===== src/rtl/sum_window_avg.sv =====
// sum_window_avg
// Accumulates windows of 2^N_LOG2 consecutive unsigned samples from the adder
// stream and presents each window's total, floor average and sequence index on
// a valid/ready output. s_ready depends combinationally on m_ready so that a
// result can be consumed and a new sample accepted on the same edge; the
// integrator must not close a loop from s_ready back into m_ready.
module sum_window_avg #(
   parameter int N_LOG2 = 2,
   parameter int IN_W   = 9,
   parameter int ACC_W  = IN_W + N_LOG2
) (
   input  logic              clk,
   input  logic              rst,
   input  logic [IN_W-1:0]   s_data,
   input  logic              s_valid,
   output logic              s_ready,
   output logic [ACC_W-1:0]  m_sum,
   output logic [IN_W-1:0]   m_avg,
   output logic [7:0]        m_index,
   output logic              m_valid,
   input  logic              m_ready
);

   // A one-sample window still gets a 1-bit counter; it simply never leaves 0.
   localparam int              CNT_W    = (N_LOG2 > 0) ? N_LOG2 : 1;
   localparam logic [CNT_W-1:0] CNT_LAST = CNT_W'((1 << N_LOG2) - 1);

   logic [ACC_W-1:0] acc;
   logic [ACC_W-1:0] sum_next;
   logic [CNT_W-1:0] cnt;
   logic [7:0]       idx;
   logic             accept;
   logic             consume;
   logic             win_close;

   // Back-pressure: the block can take a sample whenever no result is stuck
   // waiting, including the cycle in which the pending result is consumed.
   assign s_ready   = !rst && (!m_valid || m_ready);
   assign accept    = s_valid && s_ready;
   assign consume   = m_valid && m_ready;
   assign win_close = accept && (cnt == CNT_LAST);

   // Running total including the sample on the input, zero-extended.
   assign sum_next  = acc + ACC_W'(s_data);

   // Window accumulation, result register and output handshake.
   always_ff @(posedge clk) begin
      if (rst) begin
         acc     <= '0;
         cnt     <= '0;
         idx     <= '0;
         m_valid <= 1'b0;
         m_sum   <= '0;
         m_avg   <= '0;
         m_index <= '0;
      end else begin
         // NOTE: non-blocking assignments let the later window-close update
         // of m_valid override the consume clear on the same edge, and keep
         // every register reading the pre-edge values of its neighbours.
         if (consume) begin
            m_valid <= 1'b0;
         end
         if (accept) begin
            if (win_close) begin
               m_sum   <= sum_next;
               m_avg   <= IN_W'(sum_next >> N_LOG2);
               m_index <= idx;
               idx     <= idx + 8'd1;
               acc     <= '0;
               cnt     <= '0;
               m_valid <= 1'b1;
            end else begin
               acc <= sum_next;
               cnt <= cnt + CNT_W'(1);
            end
         end
      end
   end

endmodule


===== config.mk =====
export PLATFORM = sky130hd
export DESIGN_NAME = sum_window_avg
export DESIGN_NICKNAME = d
export VERILOG_FILES = /design/src/rtl/sum_window_avg.sv
export SDC_FILE = /design/constraint.sdc
export NUM_CORES = 1
export LEC_CHECK = 0
export BUFFER_PORTS_ARGS = -buffer_cell sky130_fd_sc_hd__buf_2
export CAP_MARGIN = 20
export CORE_MARGIN = 1
export CORE_UTILIZATION = 53
export DETAILED_ROUTE_END_ITERATION = 16
export PLACE_DENSITY = 0.78
export SLEW_MARGIN = 10
export SYNTH_ARGS = -nofsm -noshare
export SYNTH_HDL_FRONTEND = slang
export SYNTH_SLANG_ARGS = --single-unit

===== constraint.sdc =====
create_clock -name clk -period 2.6 [get_ports clk]
set_input_delay 0.26 -clock clk [delete_from_list [all_inputs] [get_ports clk]]
set_output_delay 0.26 -clock clk [all_outputs]
set_load 0.01 [all_outputs]

==> results of run 1 <==
==> cell usage in the layout, fill, tap and decap left out, types with 2 or more instances in the layout <==
| cell type | count |
|---|---|
| a211oi_1 | 2 |
| a21oi_1 | 24 |
| a21oi_2 | 2 |
| a22oi_1 | 3 |
| a31oi_1 | 3 |
| buf_2 | 42 |
| buf_4 | 5 |
| clkbuf_8 | 6 |
| dfxtp_1 | 41 |
| ha_1 | 11 |
| inv_1 | 7 |
| nand2_1 | 32 |
| nand3_1 | 7 |
| nand3b_1 | 9 |
| nand4_1 | 2 |
| nor2_1 | 23 |
| nor2b_1 | 7 |
| nor3_1 | 3 |
| o21ai_0 | 6 |
| o31ai_1 | 3 |
| xnor2_1 | 2 |
| xor2_1 | 14 |
==> stage by stage <==
step | utilization | std cells
final | 0.664 | 316
after global routing | 0.664 | 316
after CTS | 0.664 | 316
after detailed placement | 0.630 | 308
after global placement | 0.630 | 308
after floorplan | - | 237
==> report_power, final <==
part | switching [uW] | leakage [uW] | internal, uW
Sequential | 17.7 | 0.000332 | 652
Clock | 210 | 0.0000585 | 313
Combinational | 117 | 0.000611 | 89.0
==> worst reg2reg max path, stage by stage, from the launching register on <==
cell and delay, ns:
dfxtp_1 0.34, ha_1 0.16, inv_1 0.05, fa_1 0.39, nor2b_1 0.11, o21ai_0 0.13
a21oi_2 0.18, o21ai_2 0.09, or4_1 0.41, a31oi_1 0.16
==> cells by family after synthesis <==
group	count (synthesis)
AO/OA/AOI/OAI	49
adder cells (fa/ha/maj)	12
XOR/XNOR	16
flip-flops	41
buffers and inverters	29
AND/OR/NAND/NOR	90
==> layout make-up <==
| cell class | count | area (um^2) |
|---|---|---|
| clock buffer | 7 | 86.3 |
| clock inverter | 1 | 30.0 |
| fill | 325 | 1170 |
| inverter | 7 | 26.3 |
| multi-input combinational | 167 | 1030 |
| sequential | 41 | 821 |
| tap | 46 | 57.6 |
| timing repair buffer | 47 | 248 |
==> worst min-delay path by stage <==
| stage | from | endpoint | cells after the start |
|---|---|---|---|
| 4_1_cts | rst | idx[0] | 2 |
| 3_5_place_dp | m_index[4] | m_index[4] | 2 |
| 5_1_grt | m_ready | m_valid | 3 |
| 2_1_floorplan | idx[7] | m_index[7] | 2 |
| 6_report | rst | cnt[0] | 2 |
| 3_3_place_gp | m_index[0] | m_index[0] | 2 |
==> registers in the layout (all words and copies together), names as in the netlist <==
signal	count
acc	11
m_sum	11
idx	8
m_index	8
cnt	2
m_valid	1
==> per-layer routing <==
metal / part of all wire / wire length (um)
met1: 0.51 / 1940
met2: 0.43 / 1640
met3: 0.040 / 151
met4: 0.022 / 84
met5: 0 / 0
==> qor.csv, run 1 <==
stage,metric,value,unit
outcome,status,"finished, final reports clean",
job,Max Cap Viol,0,
critical_path,reg-to-reg setup timing slack,0.51,ns
floorplanning,die height,63.4,um
global_routing,pin count of the biggest net entering global routing,26,
synth,post-synthesis register bit count,41,
critical_path,critical-path cell list,"ha_1, inv_1, fa_1, nor2b_1, o21ai_0, a21oi_2, o21ai_2, or4_1, a31oi_1",
drt,WL per Instance,12.1,um
global_routing,first-pass GRT wire length,6670,um
timing,max_slew headroom,0.584,
synth,mux cell area share after synthesis,0,
drt,routed vias,1677,
synth,sequential-to-total area share from yosys stat,0.410,
floorplanning,die area,4020,um^2
timing,Hold WS,0.345,ns
synth,main combinational cell family by area after synthesis,simple AND/OR/NAND/NOR gates,
timing,Final Cycle Share,0.804,
synth,synthesized cell area,2000,um^2
synth,cell count after synthesis,237,
hold_path,Hold Crit Class,primary input to register,
synth,Area contributors post-synth,"dfxtp_1 (41%), ha_1 (6.9%), xor2_1 (6.1%)",
critical_path,Top delay family on crit path,compound AO/OA/AOI/OAI gates,
layout,Antenna Diode Count,0,
clocking,CTS buffer count,5,
clocking,H-tree depth,2,
synth,YS warnings,0,
clocking,deepest clock path buffer count,2,
clocking,"Reg clk slew, reported paths",0.08,ns
drt,initial DRC count,85,
floorplanning,FP Rows,21,
timing,setup violators final,0,
floorplanning,Initial Util,0.577,
pwr,Cell Pwr Density,607,nW/um^2
placement,pre-CTS WS,0.494,ns
drt,drt drc,0,
critical_path,CP endpoint kind,register,
clocking,post-CTS setup buffer count,0,
synth,prevailing post-synth register cell,dfxtp_1,
layout,nets,294,
critical_path,WP data required,2.82,ns
clocking,CTS resizes,0,
synth,Synth Area in Adders,0.0788,
critical_path,Critical Path Source Type,register,
timing,Fin Setup TNS,0,ns
synth,Post-synth EDFFs,0,
placement,GPL Wtd Cong,0.821,
synth,Commonest cells post-synth,"dfxtp_1 (41), nand2_1 (32), a21oi_1 (24)",
drt,DR pass1 iterations,4,
clocking,clk_lat worst skew,0.29,ns
layout,area grow syn2layout,15.1,%
critical_path,critical path type,register to register,
critical_path,Reg2Reg Launch Point,acc[0],
synth,area share of the largest cell type after synthesis,0.410,
global_routing,global-route usage over all layers,0.210,
floorplanning,num ports,43,
pwr,overall power,1400,uW
drt,Detailed Route WL,3820,um
synth,Simple-Gate Fraction of Synth Area,0.216,
critical_path,reg2reg end,acc[10],
critical_path,CP Buf/Inv Count,1,
timing,crit path time final,2.09,ns
critical_path,CP endpoint,acc[10],
drt,"antenna viol nets, final",0,
critical_path,Critical Path Stages,9,
global_routing,GR Util met3,0.0417,
timing,Worst Skew,0.00479,ns
layout,final instance area,2300,um^2
synth,dominant cell by count in the synthesized netlist,dfxtp_1,
placement,Post-DP HPWL,2730,um
timing,Hold Fails Final Rpt,0,
synth,Synth area leader,dfxtp_1,
critical_path,Worst Path Arrival,2.31,ns
floorplanning,Core Area,3470,um^2
critical_path,CP Launch Point,acc[0],
synth,XOR/XNOR Fraction of Synth Area,0.0700,
synth,ys async rst share,0,
timing,"Slew Viols, Final",0,
clocking,clock sinks,41,
drt,Vias per Instance,5.31,
pwr,P_leak,0.00100,uW
timing,RSZ-0062 raised after global routing,no,
global_routing,vias in the first global route,1477,
critical_path,Critical Path Slowest Stage Cell,or4_1,
pwr,peak supply drop,0.299,mV
timing,final worst-path setup slack,0.509,ns
global_routing,initial antenna violation count,0,
global_routing,M2 GR Usage,0.324,
timing,Max Fclk,0.478,GHz
clocking,CTS hold repair buffers,0,
critical_path,worst-path fanout max,3,
synth,post-synthesis area per instance,8.44,um^2
timing,Slew @ Worst Pin,0.622,ns
clocking,clock root buffer,clkbuf_8,
placement,Buffers on Ports,42,
synth,Unique masters post-synth,36,
layout,layout cells sized above 1,0.226,
synth,Synth Area in Compound Gates,0.151,
synth,net count after synthesis,262,
floorplanning,die width,63.4,um
global_routing,met1 GRT Util,0.279,
clocking,CTS tree,yes,
critical_path,Slowest Stage Delay on Critical Path,0.41,ns
global_routing,GR peak layer,met2,
placement,Area after DPL,2190,um^2
global_routing,grt total ovfl,0,
critical_path,FF-to-FF path depth,9,
No activity file was read; power rests on OpenSTA's default activity.
==> run 2, diff against run 1 <==
--- a/config.mk
+++ b/config.mk
@@ -5,12 +5,13 @@
 export SDC_FILE = /design/constraint.sdc
 export NUM_CORES = 1
 export LEC_CHECK = 0
+export ABC_AREA = 1
 export BUFFER_PORTS_ARGS = -buffer_cell sky130_fd_sc_hd__buf_2
 export CAP_MARGIN = 20
 export CORE_MARGIN = 1
-export CORE_UTILIZATION = 53
+export CORE_UTILIZATION = 49
 export DETAILED_ROUTE_END_ITERATION = 16
-export PLACE_DENSITY = 0.78
+export PLACE_DENSITY = 0.75
 export SLEW_MARGIN = 10
 export SYNTH_ARGS = -nofsm -noshare
 export SYNTH_HDL_FRONTEND = slang
==> constraint.sdc (replaced) <==
create_clock -name clk -period 1.9 [get_ports clk]
set_input_delay 0.19 -clock clk [delete_from_list [all_inputs] [get_ports clk]]
set_output_delay 0.19 -clock clk [all_outputs]
set_load 0.01 [all_outputs]
==> run 2 against run 1 <==
Worst setup slack got worse by 0.32 ns. Clock power grew 13%. Critical path depth up 4. Cell count rose by 26%. Non-clock buffer count decreased by 1. Clock skew grew 0.0073 ns. Register-to-register slack got worse by 0.32 ns. Global-route usage increased by 1.6 points. Clock-buffer cell count fell by 1. Flip-flop and latch count did not move. Critical path type unchanged. Largest power group unchanged.
==> qor.csv, run 2 <==
stage,metric,value,unit,change
timing,Hold Fails Final Rpt,0,,unchanged
floorplanning,die width,68.8,um,was 63.4 um
timing,Fin Setup TNS,0,ns,unchanged
timing,crit path time final,1.72,ns,was 2.09 ns
layout,Post-Layout Cell Count,398,,was 316
synth,area share of the largest cell type after synthesis,0.376,,was 0.410
synth,post-synthesis area per instance,6.95,um^2,was 8.44 um^2
floorplanning,Core Area,4140,um^2,was 3470 um^2
global_routing,first-pass GRT wire length,7730,um,was 6670 um
drt,Vias per Instance,5.01,,was 5.31
critical_path,critical path type,register to register,,unchanged
drt,routed vias,1995,,"was 1,677"
timing,Slew @ Worst Pin,0.875,ns,was 0.622 ns
clocking,"Reg clk slew, reported paths",0.08,ns,about the same
global_routing,GR peak layer,met2,,unchanged
drt,WL per Instance,11.8,um,was 12.1 um
hold_path,Hold Crit Class,primary input to register,,unchanged
global_routing,initial antenna violation count,0,,unchanged
layout,area grow syn2layout,13.2,%,was 15.1%
layout,# fillers,413,,was 325
layout,layout cells sized above 1,0.172,,was 0.226
synth,mux cell area share after synthesis,0,,unchanged
critical_path,CP endpoint kind,register,,unchanged
critical_path,worst-path fanout max,3,,unchanged
synth,YS warnings,0,,unchanged
clocking,CTS buffer count,5,,unchanged
synth,prevailing post-synth register cell,dfxtp_1,,unchanged
clocking,H-tree depth,2,,unchanged
clocking,clock root buffer,clkbuf_8,,unchanged
drt,Detailed Route WL,4700,um,was 3820 um
synth,sequential-to-total area share from yosys stat,0.376,,was 0.410
clocking,clk_lat worst skew,0.30,ns,was 0.29 ns
global_routing,GR Util met3,0.0493,,was 0.0417
timing,max_slew headroom,0.415,,was 0.584
synth,cell count after synthesis,314,,was 237
floorplanning,FP Rows,23,,was 21
layout,most frequent cells in the layout,"nand2_1 (79), buf_2 (42), dfxtp_1 (41)",,"was buf_2 (42), dfxtp_1 (41), nand2_1 (32)"
synth,Unique masters post-synth,28,,was 36
global_routing,pin count of the biggest net entering global routing,23,,was 26
synth,Post-synth EDFFs,0,,unchanged
clocking,clock sinks,41,,unchanged
layout,"commonest non-fill, non-tap cell in the layout",nand2_1,,was buf_2
critical_path,Critical Path Source Type,register,,unchanged
critical_path,Worst Path Arrival,1.92,ns,was 2.31 ns
timing,RSZ-0062 raised after global routing,no,,unchanged
global_routing,met1 GRT Util,0.304,,was 0.279
floorplanning,num ports,43,,unchanged
job,Max Cap Viol,0,,unchanged
timing,Max Fclk,0.583,GHz,was 0.478 GHz
floorplanning,Initial Util,0.527,,was 0.577
synth,main combinational cell family by area after synthesis,simple AND/OR/NAND/NOR gates,,unchanged
global_routing,M2 GR Usage,0.357,,was 0.324
global_routing,global-route usage over all layers,0.226,,was 0.210
pwr,peak supply drop,0.509,mV,was 0.299 mV
layout,nets,373,,was 294
synth,post-synthesis register bit count,41,,unchanged
synth,Synth Area in Adders,0.0722,,was 0.0788
synth,synthesized cell area,2180,um^2,was 2000 um^2
layout,biggest regs,"acc (11), m_sum (11)",,unchanged
synth,ys async rst share,0,,unchanged
placement,Buffers on Ports,42,,unchanged
clocking,deepest clock path buffer count,2,,unchanged
clocking,CTS hold repair buffers,0,,unchanged
outcome,status,"finished, final reports clean",,unchanged
synth,Synth Area in Compound Gates,0.134,,was 0.151
timing,"Slew Viols, Final",0,,unchanged
critical_path,WP data required,2.10,ns,was 2.82 ns
floorplanning,die height,68.8,um,was 63.4 um
synth,Synth area leader,dfxtp_1,,unchanged
floorplanning,die area,4730,um^2,was 4020 um^2
drt,DR pass1 iterations,4,,unchanged
pwr,Cell Pwr Density,696,nW/um^2,was 607 nW/um^2
placement,GPL Wtd Cong,0.901,,was 0.821
timing,Worst Skew,0.0121,ns,was 0.00479 ns
global_routing,vias in the first global route,1712,,"was 1,477"
pwr,P_leak,0.00132,uW,was 0.00100 uW
global_routing,grt total ovfl,0,,unchanged
synth,Commonest cells post-synth,"nand2_1 (79), dfxtp_1 (41), inv_1 (37), nor2_1 (37), a21oi_1 (24)",,"was dfxtp_1 (41), nand2_1 (32), a21oi_1 (24)"
synth,Simple-Gate Fraction of Synth Area,0.284,,was 0.216
layout,Antenna Diode Count,0,,unchanged
clocking,CTS tree,yes,,unchanged
placement,Post-DP HPWL,3320,um,was 2730 um
drt,initial DRC count,130,,was 85
layout,final instance area,2470,um^2,was 2300 um^2
timing,setup violators final,0,,unchanged
synth,XOR/XNOR Fraction of Synth Area,0.0160,,was 0.0700
timing,Final Cycle Share,0.903,,was 0.804
drt,drt drc,0,,unchanged
placement,Placed Instances,391,,was 308
synth,Area contributors post-synth,"dfxtp_1 (38%), nand2_1 (14%), inv_1 (6.4%)",,"was dfxtp_1 (41%), ha_1 (6.9%), xor2_1 (6.1%)"
placement,Area after DPL,2370,um^2,was 2190 um^2
synth,dominant cell by count in the synthesized netlist,nand2_1,,was dfxtp_1
synth,net count after synthesis,339,,was 262
drt,"antenna viol nets, final",0,,unchanged
[run 2: area by class of cell]
class,count,area (um^2),share of cell area
timing repair buffer,46,240,0.0972
multi-input combinational,215,1110,0.450
clock buffer,6,82.6,0.0334
tap,50,62.6,0.0253
sequential,41,821,0.332
inverter,39,146,0.0592
clock inverter,1,7.51,0.00304
[run 2: cells by family after synthesis]
family                   count (synthesis)
AND/OR/NAND/NOR                        146
buffers and inverters                   58
AO/OA/AOI/OAI                           53
flip-flops                              41
adder cells (fa/ha/maj)                 12
XOR/XNOR                                 4
[run 2: worst paths after layout]
check	cells past startpoint	slack (ns)	startpoint	to
worst max-delay path	13	0.18	acc[0]	m_sum[6]
worst min-delay path	4	0.23	m_ready	m_valid
worst max register to register	13	0.18	acc[0]	m_sum[6]
worst min register to register	2	0.47	idx[6]	idx[6]
[run 2: stage by stage]
stage	power, uW	hold slack, ns	utilization	setup WS, ns
after detailed placement	1150	0.457	0.573	0.100
after global placement	1140	0.452	0.573	0.188
after floorplan	1080	0.414	-	0.283
final	1720	0.230	0.597	0.184
after CTS	1730	0.228	0.595	0.0922
after global routing	1810	0.245	0.597	0.0415
[run 2: repair_timing]
| item | CTS | global route |
|---|---|---|
| gates resized for setup | 0 | 2 |
| buffers inserted | 0 | 0 |
| setup endpoints to repair | 0 | 4 |
[run 2: critical path, cell delays in order, from the launching register on]
cell and delay (ns):
dfxtp_1 0.33, ha_1 0.16, inv_1 0.07, fa_2 0.35, inv_1 0.09, nand3_1 0.10, nand3_2 0.11, nand2_1 0.07
nand2_1 0.06, nand2_1 0.07, nand3_1 0.07, nand2_1 0.05, nand2_1 0.05, inv_1 0.04
[run 2: power breakdown]
| group | total, uW | switching (uW) | internal, uW |
|---|---|---|---|
| Sequential | 891 | 12.3 | 879 |
| Combinational | 240 | 151 | 89.3 |
| Clock | 590 | 303 | 287 |
[run 2: routing by layer]
metal / wire [um] / vias to the layer above
li1: - / 1059
met1: 2220 / 873
met2: 2120 / 58
met3: 315 / 5
met5: 0 / -
met4: 52 / 0
